[config.mk]
export PLATFORM = sky130hd
export DESIGN_NAME = alu_mc
export DESIGN_NICKNAME = d
export VERILOG_FILES = /design/src/rtl/alu_mc.sv
export SDC_FILE = /design/constraint.sdc
export NUM_CORES = 1
export LEC_CHECK = 0
export ABC_CLOCK_PERIOD_IN_PS = 4400
export BUFFER_PORTS_ARGS = -buffer_cell sky130_fd_sc_hd__buf_2
export CAP_MARGIN = 40
export CORE_MARGIN = 4
export CORE_UTILIZATION = 41
export CTS_CLUSTER_SIZE = 30
export DETAILED_ROUTE_END_ITERATION = 16
export PLACE_DENSITY = 0.67
export SYNTH_ARGS = -nofsm -noshare
export SYNTH_HDL_FRONTEND = slang
export SYNTH_SLANG_ARGS = --single-unit
[constraint.sdc]
create_clock -name clk_i -period 4.4 [get_ports clk_i]
set_input_delay 0.88 -clock clk_i [delete_from_list [all_inputs] [get_ports clk_i]]
set_output_delay 0.88 -clock clk_i [all_outputs]
set_load 0.05 [all_outputs]
[src/rtl/alu_mc.sv]
// alu_mc: multi-cycle ALU. Logic, add/sub and set-less-than finish in one
// cycle; multiply (shift-add) and unsigned divide/remainder (restoring) run
// one bit per cycle for WIDTH cycles. The control FSM is IDLE -> BUSY/DONE -> IDLE.
module alu_mc #(
    parameter int WIDTH = 32
) (
    input  logic             clk_i,
    input  logic             rst_i,
    input  logic             start_i,
    input  logic [WIDTH-1:0] src1_i,
    input  logic [WIDTH-1:0] src2_i,
    input  logic [3:0]       ctrl_i,
    output logic             ready_o,
    output logic             valid_o,
    output logic [WIDTH-1:0] result_o,
    output logic             zero_o,
    output logic             ovf_o,
    output logic             divz_o
);

    localparam logic [3:0] OP_AND  = 4'd0;
    localparam logic [3:0] OP_OR   = 4'd1;
    localparam logic [3:0] OP_ADD  = 4'd2;
    localparam logic [3:0] OP_SUB  = 4'd6;
    localparam logic [3:0] OP_SLT  = 4'd7;
    localparam logic [3:0] OP_MUL  = 4'd11;
    localparam logic [3:0] OP_NOR  = 4'd12;
    localparam logic [3:0] OP_DIVU = 4'd13;
    localparam logic [3:0] OP_REMU = 4'd14;

    localparam int CNT_W = $clog2(WIDTH + 1);

    typedef enum logic [1:0] {S_IDLE, S_BUSY, S_DONE} state_t;

    state_t state_q, state_d;

    logic [CNT_W-1:0] cnt_q;
    logic [3:0]       op_q;
    logic [WIDTH-1:0] opa_q;   // multiplicand (MUL) / dividend-quotient shifter (DIV)
    logic [WIDTH-1:0] opb_q;   // multiplier (MUL) / divisor (DIV)
    logic [WIDTH-1:0] acc_q;   // partial product (MUL) / partial remainder (DIV)

    logic             accept;
    logic             is_iter;
    logic             last_iter;

    logic signed [WIDTH-1:0] sa, sb, sum_s, dif_s;
    logic [WIDTH-1:0] alu_res;
    logic             alu_ovf;

    logic [WIDTH:0]   rem_sh;
    logic             fits;
    logic [WIDTH-1:0] step_a, step_b, step_acc, fin_res;

    // Signed overflow: operands agree in sign but the sum does not.
    function automatic logic add_ovf(input logic signed [WIDTH-1:0] a,
                                     input logic signed [WIDTH-1:0] b,
                                     input logic signed [WIDTH-1:0] s);
        return (a[WIDTH-1] == b[WIDTH-1]) && (s[WIDTH-1] != a[WIDTH-1]);
    endfunction

    // Signed overflow: operands differ in sign and the difference takes b's sign.
    function automatic logic sub_ovf(input logic signed [WIDTH-1:0] a,
                                     input logic signed [WIDTH-1:0] b,
                                     input logic signed [WIDTH-1:0] s);
        return (a[WIDTH-1] != b[WIDTH-1]) && (s[WIDTH-1] != a[WIDTH-1]);
    endfunction

    assign is_iter   = (ctrl_i == OP_MUL) || (ctrl_i == OP_DIVU) || (ctrl_i == OP_REMU);
    assign accept    = start_i && (state_q == S_IDLE) && !rst_i;
    assign last_iter = (state_q == S_BUSY) && (cnt_q == CNT_W'(WIDTH - 1));

    // State register.
    always_ff @(posedge clk_i) begin
        if (rst_i) state_q <= S_IDLE;
        else       state_q <= state_d;
    end

    // Next-state logic.
    always_comb begin
        state_d = state_q;
        case (state_q)
            S_IDLE:  if (start_i) state_d = is_iter ? S_BUSY : S_DONE;
            S_BUSY:  if (last_iter) state_d = S_DONE;
            S_DONE:  state_d = S_IDLE;
            default: state_d = S_IDLE;
        endcase
    end

    // FSM outputs: handshake is a pure decode of the registered state.
    always_comb begin
        ready_o = (state_q == S_IDLE);
        valid_o = (state_q == S_DONE);
    end

    // Single-cycle ALU on the live inputs, captured into result_o on accept.
    always_comb begin
        sa      = $signed(src1_i);
        sb      = $signed(src2_i);
        sum_s   = sa + sb;
        dif_s   = sa - sb;
        alu_res = '0;
        alu_ovf = 1'b0;
        case (ctrl_i)
            OP_AND:  alu_res = src1_i & src2_i;
            OP_OR:   alu_res = src1_i | src2_i;
            OP_ADD:  begin alu_res = sum_s; alu_ovf = add_ovf(sa, sb, sum_s); end
            OP_SUB:  begin alu_res = dif_s; alu_ovf = sub_ovf(sa, sb, dif_s); end
            OP_SLT:  alu_res = WIDTH'(sa < sb);
            OP_NOR:  alu_res = ~(src1_i | src2_i);
            default: alu_res = '0;
        endcase
    end

    // One iteration of shift-add multiply or restoring divide.
    always_comb begin
        rem_sh = {acc_q, opa_q[WIDTH-1]};
        fits   = (rem_sh >= {1'b0, opb_q});
        if (op_q == OP_MUL) begin
            step_acc = opb_q[0] ? (acc_q + opa_q) : acc_q;
            step_a   = opa_q << 1;
            step_b   = opb_q >> 1;
        end else begin
            // When it fits, the true difference is below the divisor, so the
            // modulo-2^WIDTH subtraction is exact.
            step_acc = fits ? (rem_sh[WIDTH-1:0] - opb_q) : rem_sh[WIDTH-1:0];
            step_a   = {opa_q[WIDTH-2:0], fits};
            step_b   = opb_q;
        end
        fin_res = (op_q == OP_DIVU) ? step_a : step_acc;
    end

    // Iteration counter.
    always_ff @(posedge clk_i) begin
        if (rst_i)                 cnt_q <= '0;
        else if (accept)           cnt_q <= '0;
        else if (state_q == S_BUSY) cnt_q <= cnt_q + 1'b1;
    end

    // Working operands: captured on accept, stepped while busy.
    always_ff @(posedge clk_i) begin
        if (accept) begin
            op_q  <= ctrl_i;
            opa_q <= src1_i;
            opb_q <= src2_i;
            acc_q <= '0;
        end else if (state_q == S_BUSY) begin
            opa_q <= step_a;
            opb_q <= step_b;
            acc_q <= step_acc;
        end
    end

    // Result and flags: written only when an operation completes.
    always_ff @(posedge clk_i) begin
        if (rst_i) begin
            result_o <= '0;
            zero_o   <= 1'b1;
            ovf_o    <= 1'b0;
            divz_o   <= 1'b0;
        end else if (accept && !is_iter) begin
            result_o <= alu_res;
            zero_o   <= (alu_res == '0);
            ovf_o    <= alu_ovf;
            divz_o   <= 1'b0;
        end else if (last_iter) begin
            result_o <= fin_res;
            zero_o   <= (fin_res == '0);
            ovf_o    <= 1'b0;
            divz_o   <= (op_q != OP_MUL) && (opb_q == '0);
        end
    end

endmodule

; ---- Word level (Yosys, flattened, before mapping)
; Cells that the tools add are included.
; W data, S select, Z words.
[classes]
add_sub_neg = 5
order_cmp = 2
n_eq_ne = 20
n_mux = 22
bitwise = 3
n_reduce_logical = 23
[ops]
columns = op, count
row1 = $mux W32, 11
row2 = $pmux W32 S6, 1
row3 = $logic_not A32 Y1, 3
row4 = $add A32 B32 Y32, 2
row5 = $sub A32 B32 Y32, 2
row6 = $ge A33 B32 Y1, 1
row7 = $and A32 B32 Y32, 1
row8 = $lt A32 B32 Y1, 1
row9 = $not A32 Y32, 1
row10 = $or A32 B32 Y32, 1
row11 = $eq A4 B4 Y1 const B, 6
row12 = $eq A4 B3 Y1 const B, 2
row13 = $logic_and A1 B1 Y1, 7
row14 = $add A6 B1 Y6 const B, 1
row15 = $eq A6 B5 Y1 const B, 1
row16 = $mux W2, 3
row17 = $reduce_bool A2 Y1, 3
row18 = $mux W1, 5
row19 = $eq A4 B1 Y1 const B, 1
row20 = $eq A4 B2 Y1 const B, 1
row21 = $logic_not A4 Y1, 1
row22 = $ne A2 B2 Y1 const B, 2
row23 = $ne A4 B4 Y1 const B, 1
row24 = $pmux W2 S2, 1
row25 = other kinds (10), 16
[totals]
ff_bits = 143
inputBits = 71
elab_cells = 85

; ---- Logic depth before layout (Yosys ltp)
; Gate-level depths: netlist of the first run.
[depth]
depth_word = 7
ltp_mapped = 18

; ---- Least setup slack after synthesis of the first run
; Ideal clock, no wire load.
[synth_path]
path_type = input -> register
from = input port src2_i[3]
to = register zero_o
t_arrival_ps = 4030
setup_slack_ps = 296
path_stages = 15
path_cell_list = inv_1 ha_1 clkbuf_1 nor3_1 a2111o_1 and3_1 o211ai_1 o22ai_1 o41a_1 a221oi_1 o221ai_1 a21oi_1 nor2b_1 nand4_1 o211ai_2
[synth_via]
elab_chain_cells = 5
elab_cells_between_ends = 9
classes_between = add/sub: 2 / order compare: 1 / mux: 2 / bitwise: 3 / reduce/logical: 1
[synth_lines]
columns = item, line
row1 = start: declaration, 11  ; input logic [WIDTH-1:0] src2_i,
row2 = "parallel branches: the longest is 2 deep, another holds $sub A32 B32 Y32", n/a
row3 = $pmux W32 S6 (*), 104  ; case (ctrl_i)
row4 = $logic_not A32 Y1 (*), 163  ; zero_o <= (alu_res == '0);
row5 = $mux W1 (*), 161  ; end else if (accept && !is_iter) begin
row6 = end signal: assignment, 163
row7 = end signal: assignment, 168  ; zero_o <= (fin_res == '0);
row8 = end: declaration, 16  ; output logic zero_o,
; Mark *: on every way between the ends.
; A chain may end at the register's enable or synchronous reset.

; ---- Final worst setup path of the first run
[layout_path]
from = register opb_q[18]
to = register zero_o
[layout_via]
elab_chain_cells = 7
elab_cells_between_ends = 9
classes_between = add/sub: 1 / order compare: 1 / mux: 6 / reduce/logical: 1
[layout_lines]
columns = item, line
row1 = start: declaration, 40  ; logic [WIDTH-1:0] opb_q;
row2 = start signal: assignment, 145  ; opb_q <= src2_i;
row3 = start signal: assignment, 149  ; opb_q <= step_b;
row4 = $sub A32 B32 Y32 / $ge A33 B32 Y1 (equally long branches), "126, 118"
row5 = $mux W32, 126  ; step_acc = fits ? (rem_sh[WIDTH-1:0] - opb_q) : rem_sh[WIDTH-1:0];
row6 = $mux W32, 119  ; if (op_q == OP_MUL) begin
row7 = $mux W32 (*), 130  ; fin_res = (op_q == OP_DIVU) ? step_a : step_acc;
row8 = $logic_not A32 Y1 (*), 168
row9 = $mux W1 (*), 166  ; end else if (last_iter) begin
row10 = $mux W1 (*), 161
; Mark *: on every way between the ends. The rest lies on a longest branch, timed or not. The select of a mux whose other input is x is not followed.

==> results of run 1 <==
worst max-delay path, delay by kind of cell, from the launching register on:
kind / cells / cell delay (ps)
fa+ha+maj: 1 / 290
buf+inv: 3 / 400
simple gates: 8 / 2320
compound gates: 3 / 660
flops: 1 / 370
mux: 1 / 280
state kept, by name, indices dropped and copies added (netlist names), 2 cells and up:
register and flops:
acc_q 32, opa_q 32, opb_q 32, result_o 32
cnt_q 6, op_q 4, state_q 2
metrics by stage:
step	TNS (ps)	instance area, sq um	std cells	util (%)
2_1_floorplan	0	16800	2223	-
3_3_place_gp	-163	19900	3040	49.7
3_5_place_dp	-488	20000	3043	49.8
4_1_cts	0	20600	3075	51.4
5_1_grt	-77.7	21000	3085	52.4
6_report	-18.7	21000	3085	52.4
worst max-delay path by stage:
stage / end / cells after the start
finish: zero_o / 16
global route: zero_o / 17
CTS: zero_o / 16
detailed placement: zero_o / 17
global placement: zero_o / 17
floorplan: zero_o / 15
cell families after synthesis:
kind of cell | count (synthesis)
DFF | 143
adders and majority gates | 176
AOI/OAI and AO/OA | 763
and+or+nand+nor | 746
buffers and inverters | 285
xor gates and xnor gates | 48
muxes | 62
report_power, final:
group | total [mW] | internal (mW) | switching [mW]
Sequential | 1.57 | 1.49 | 0.0760
Clock | 1.58 | 0.953 | 0.623
Combinational | 2.29 | 0.950 | 1.34
Total | 5.43 | 3.39 | 2.04
cell type report:
| cell class | instances | area [sq um] | share of cell area (%) |
|---|---|---|---|
| multi-input combinational | 1795 | 12600 | 59.8 |
| inverter | 150 | 563 | 2.68 |
| clock inverter | 13 | 188 | 0.893 |
| sequential | 143 | 3540 | 16.9 |
| timing repair buffer | 440 | 3060 | 14.6 |
| clock buffer | 19 | 433 | 2.06 |
| tap | 525 | 657 | 3.13 |
cells in the final DEF (no fill, tap or decap), types with 30 or more instances in the layout:
master | Yosys | final
mux2_2 | 34 | 34
nor3_1 | 64 | 62
o21ai_0 | 158 | 154
dfxtp_1 | 75 | 75
ha_1 | 172 | 165
a21oi_1 | 167 | 162
edfxtp_1 | 68 | 68
nand2_1 | 211 | 210
buf_2 | 7 | 107
a21o_1 | 53 | 53
nand3_1 | 37 | 36
a221oi_1 | 32 | 30
inv_1 | 150 | 145
o211ai_1 | 44 | 44
nand4_1 | 30 | 30
nor2_1 | 215 | 214
buf_4 | 2 | 328
per-layer routing:
layer	routed length (um)	GRT usage [%]	up-vias
li1	-	-	8935
met4	3120	11.4	2
met3	6920	5.73	186
met5	7	0	-
met2	30500	46.9	1150
met1	28900	40.5	9118
repair_timing:
| action | CTS | global route |
|---|---|---|
| hold buffers | 0 | 0 |
| buffers inserted | 0 | 10 |
| pin swaps | 0 | 14 |
| endpoints found under the setup margin | 1 | 1 |
| gates resized for setup | 6 | 67 |
==> results.cfg, run 1 <==
[logic_synthesis]
avgSynthCellArea_sq_um = 7.56
synthTopCellsByArea = ha_1, edfxtp_1, dfxtp_1
synth_warnings = 0
synth_compound_area_share_pct = 31.2
synth_commonest_cells = nor2_1, nand2_1, ha_1
synth_area_sq_um = 16800
synth_simple_gate_area_share_pct = 21.5
synth_fp_nets = 2470
synth_xor_area_share_pct = 2.50
yosys.area.top_type_share_pct = 12.8
ys.flop_type = dfxtp_1
async_reset_ff_share_pct = 0
synth-seq-cells = 143
synth_cell_types = 96
synth-adder-area-share_pct = 13.3
synth_top_family_by_area = compound AO/OA/AOI/OAI gates
synth_edf_count = 68
netlist_instances = 2223
seq_area_frac_synth_pct = 21.1
synth_mux_area_share_pct = 3.95
synth_top_area_cell = ha_1
synth_most_common_cell = nor2_1

[global_route]
grt_pass1_vias = 18300
antenna_found_initial = 1
grt_max_degree = 50
grt_pass1_wl_mm = 105
gr-total-overflow = 0
grtUsageTotal_pct = 29.8

[placed_design]
port_buffers = 107
dp_hpwl_mm = 55.3
gp_congestion = 1.01
dp_slack_ps = -345

[timing]
holdWs_ps = 490
max_slew_margin_pct = 49.0
max_freq_mhz = 226
worst_slack_ps = -18.7
rsz0062_at_grt = yes
finalCriticalPeriod_ps = 4420
fin_worst_skew_ps = 13.2
hold_viol = 0
worst_pin_slew_ps = 762
final_max_slew_viol_count = 0
setup_viol_count_final = 1
fin_crit_sh_pct = 100

[worst_setup_path]
worstSetupEndpointType = flip-flop
regToRegStartpoint = opb_q[18]
reg2reg_slack_ps = -20
crit_path_frequent_cell = buf_4
cp_slowest_stage_delay_ps = 500
path_max_fanout = 7
crit_start = opb_q[18]
cp_cell_sequence = inv_2, ha_1, buf_4, nand4_1, or3_4, nor4_4, a21bo_4, nand3_4, buf_4, mux2i_2, nand2_1, a21oi_2, and4_1, or4b_4, or4_4, o211ai_2
critPathKind = reg2reg
timing.rr.end = zero_o
crit_required_ps = 4760
cp.arrival_ps = 4780
reg2reg_depth = 16
critPathSlowestCell = or4b_4
start_kind = flip-flop

[floorplanning]
initial_utilization_pct = 41.9
ioPinCount = 108
die_area_sq_um = 44300
dieHeight_um = 210
core_area_sq_um = 40100
die_x_um = 210
std_cell_rows = 73

[cts]
clk_transition_reported_paths_ps = 70
numCtsBuffers = 17
cts_tree = yes
clock_sinks = 143
clk_path_buf_depth = 2
htree_levels = 4
insertion_delay_ps = 440
cts_root_buf = clkbuf_16

[layout]
final_layout_size_suffix_gt1_share_pct = 23.3
syn_to_final_growth_pct = 25.0
fillers = 3848
antenna_cells = 0
nets = 2794

[drt]
dr.pass1.iters = 8
drt-wirelength-per-cell_um = 22.5
drcViolationCount = 0
routed_wl_mm = 69.5
ant_nets = 0
vias = 19400
drtIter0Drc = 2335
via_per_inst = 6.29

[hold_path]
hold_path_class = reg2reg
hold_depth = 2
hold_path_end = cnt_q[1]
hp-start = cnt_q[1]

[power]
finalPower_mw = 5.43
powerDensity_nw_per_um2 = 258
irDropWorstVdd_uv = 260
power_leakage_nw = 9.35

[run]
cap_violations = 0

[run_status]
violations = negative setup slack
status = complete, but fails checks
No activity file was read; power rests on OpenSTA's default activity.
==> inputs of run 2 (changes only) <==
==> constraint.sdc (replaced) <==
create_clock -name clk_i -period 4.4 [get_ports clk_i]
set_input_delay 0.22 -clock clk_i [delete_from_list [all_inputs] [get_ports clk_i]]
set_output_delay 0.22 -clock clk_i [all_outputs]
set_load 0.05 [all_outputs]
==> run 2 against run 1 <==
The run now ends clean. Clock-buffer cell count rose by 7. Total power decreased by 5.6%. Sequential power is essentially flat. Highest routed layer is now met4. First-iteration DRC count up 2.0%. Cell count is 6.5% lower. Utilization decreased by 4.1 points. Non-clock buffer count decreased by 202. Clock skew up 1.7 ps. Global-route usage increased by 0.078 points. Largest power group unchanged.
==> results.cfg, run 2 (synthesized netlist as in run 1, its figures left out) <==
[run_status]
status = complete, no violations

[layout]
final_layout_size_suffix_gt1_share_pct = 15.8
layout_common_cells = nor2_1, nand2_1, a21oi_1, ha_1, o21ai_0
nets = 2593
syn_to_final_growth_pct = 15.2
fillers = 3958
fin_area_sq_um = 19400
antenna_cells = 0
layout_commonest_cell = nor2_1

[timing]
worst_slack_ps = 60.6
worst_pin_slew_ps = 914
finalSetupTns_ps = 0
hold_viol = 0
max_slew_margin_pct = 38.6
setup_viol_count_final = 0
finalCriticalPeriod_ps = 4340
final_max_slew_viol_count = 0
fin_worst_skew_ps = 15.0
fin_crit_sh_pct = 98.6
holdWs_ps = 126
max_freq_mhz = 230

[cts]
cts_tree = yes
numCtsBuffers = 17
cts_root_buf = clkbuf_16
htree_levels = 4
clk_path_buf_depth = 2
clk_transition_reported_paths_ps = 70
ctsHoldBuffers = 0
clock_sinks = 143
insertion_delay_ps = 460

[floorplanning]
die_area_sq_um = 44300
std_cell_rows = 73
core_area_sq_um = 40100
die_x_um = 210
dieHeight_um = 210
ioPinCount = 108
initial_utilization_pct = 41.9

[drt]
drtIter0Drc = 2381
drt-wirelength-per-cell_um = 24.0
vias = 18600
via_per_inst = 6.46
routed_wl_mm = 69.3
dr.pass1.iters = 6
drcViolationCount = 0
ant_nets = 0

[power]
switching_share_pct = 38.7
power_frac_seq_pct = 30.8
p_int_mw = 3.14
powerDensity_nw_per_um2 = 265
power.clock.fraction_pct = 29.6
power_leakage_nw = 8.34
switchingPower_mw = 1.98
power.share.combinational_pct = 39.6
irDropWorstVdd_uv = 277

[placed_design]
port_buffers = 107
placed_cell_area_sq_um = 18500
dp_hpwl_mm = 54.5
dp_slack_ps = -225
gp_congestion = 1.04

[worst_setup_path]
cp_slowest_stage_delay_ps = 440
cp_num_buf_inv = 1
cp_cell_sequence = inv_1, ha_2, nand4_1, or3_4, nor4_4, a21bo_4, nand3_4, mux2i_4, a211oi_1, a2111oi_1, and4_1, or4b_1, or4_1, o211ai_2
reg2reg_slack_ps = 60
crit_end = zero_o
crit_cells = 14
critPathKind = reg2reg
crit_required_ps = 4780
path_max_fanout = 6
start_kind = flip-flop
crit_family = simple AND/OR/NAND/NOR gates
regToRegStartpoint = opb_q[17]
critPathSlowestCell = or4b_1
worstSetupEndpointType = flip-flop
reg2reg_depth = 14
cp.arrival_ps = 4720
crit_start = opb_q[17]
timing.rr.end = zero_o

[global_route]
grt_pass1_vias = 17300
grtUsageTotal_pct = 29.8
grt_max_degree = 59
grt_pass1_wl_mm = 104
gr-total-overflow = 0
antenna_found_initial = 0

[run]
cap_violations = 0

[hold_path]
hold_path_class = in2reg
==> run 2: changes by cell type in the layout (fill, tap and decap cells not counted), sizes merged <==
cell / before / now
bufinv: 4 / 1
nand3: 38 / 39
clkdlybuf4s15: 1 / 0
buf: 439 / 238
clkinv: 5 / 1
clkbuf: 19 / 26
==> run 2: layout make-up <==
type	instances	area, sq um	share of cell area, %
clock buffer	26	533	2.75
inverter	150	563	2.91
sequential	143	3540	18.3
multi-input combinational	1796	12500	64.4
tap	525	657	3.39
clock inverter	6	68.8	0.356
timing repair buffer	238	1530	7.89
==> run 2: metal layers <==
layer / vias up / track usage, % / part of all wire [%]
met2: 1065 / 46.0 / 43
li1: 8537 / - / -
met1: 8873 / 42.1 / 42
met4: 0 / 9.97 / 4.1
met5: - / 0 / 0
met3: 165 / 5.70 / 10
==> run 2: worst reg2reg max path: cells and delay by family, from the launching register on <==
family          cells  cell delay (ps)
compound gates      4              990
fa+ha+maj           1              390
buf+inv             1               70
flops               1              350
mux                 1              260
simple gates        7             2200
==> run 2: power by group through the flow <==
stage                     registers [mW]  logic [mW]  clock network (mW)
after floorplan                     1.62        1.22                   0
after global placement              1.60        1.90                   0
after detailed placement            1.60        1.92                   0
after CTS                           1.57        1.93                1.51
after global routing                1.58        2.18                1.58
final                               1.58        2.03                1.52
==> run 2: timing repair <==
action                                  4_1_cts  5_1_grt
gates resized for setup                       0       49
setup buffers                                 0        5
endpoints found under the setup margin        0        1
==> run 2: how the worst min path moves through the flow <==
stage                            to  cells past startpoint  slack, ps       start
after floorplan             op_q[0]                      0        320   ctrl_i[0]
after CTS                  opa_q[2]                      3        120   src1_i[2]
after detailed placement   cnt_q[1]                      2        480    cnt_q[1]
after global placement     cnt_q[1]                      2        470    cnt_q[1]
after global routing      opb_q[30]                      3        140  src2_i[30]
final                      opb_q[3]                      3        130   src2_i[3]
==> run 2: through the flow <==
stage	power, mW	instances	utilization, %
global route	5.34	2884	48.3
CTS	5.01	2878	47.6
floorplan	2.84	2223	-
global placement	3.50	2844	46.0
finish	5.12	2884	48.3
detailed placement	3.52	2846	46.1
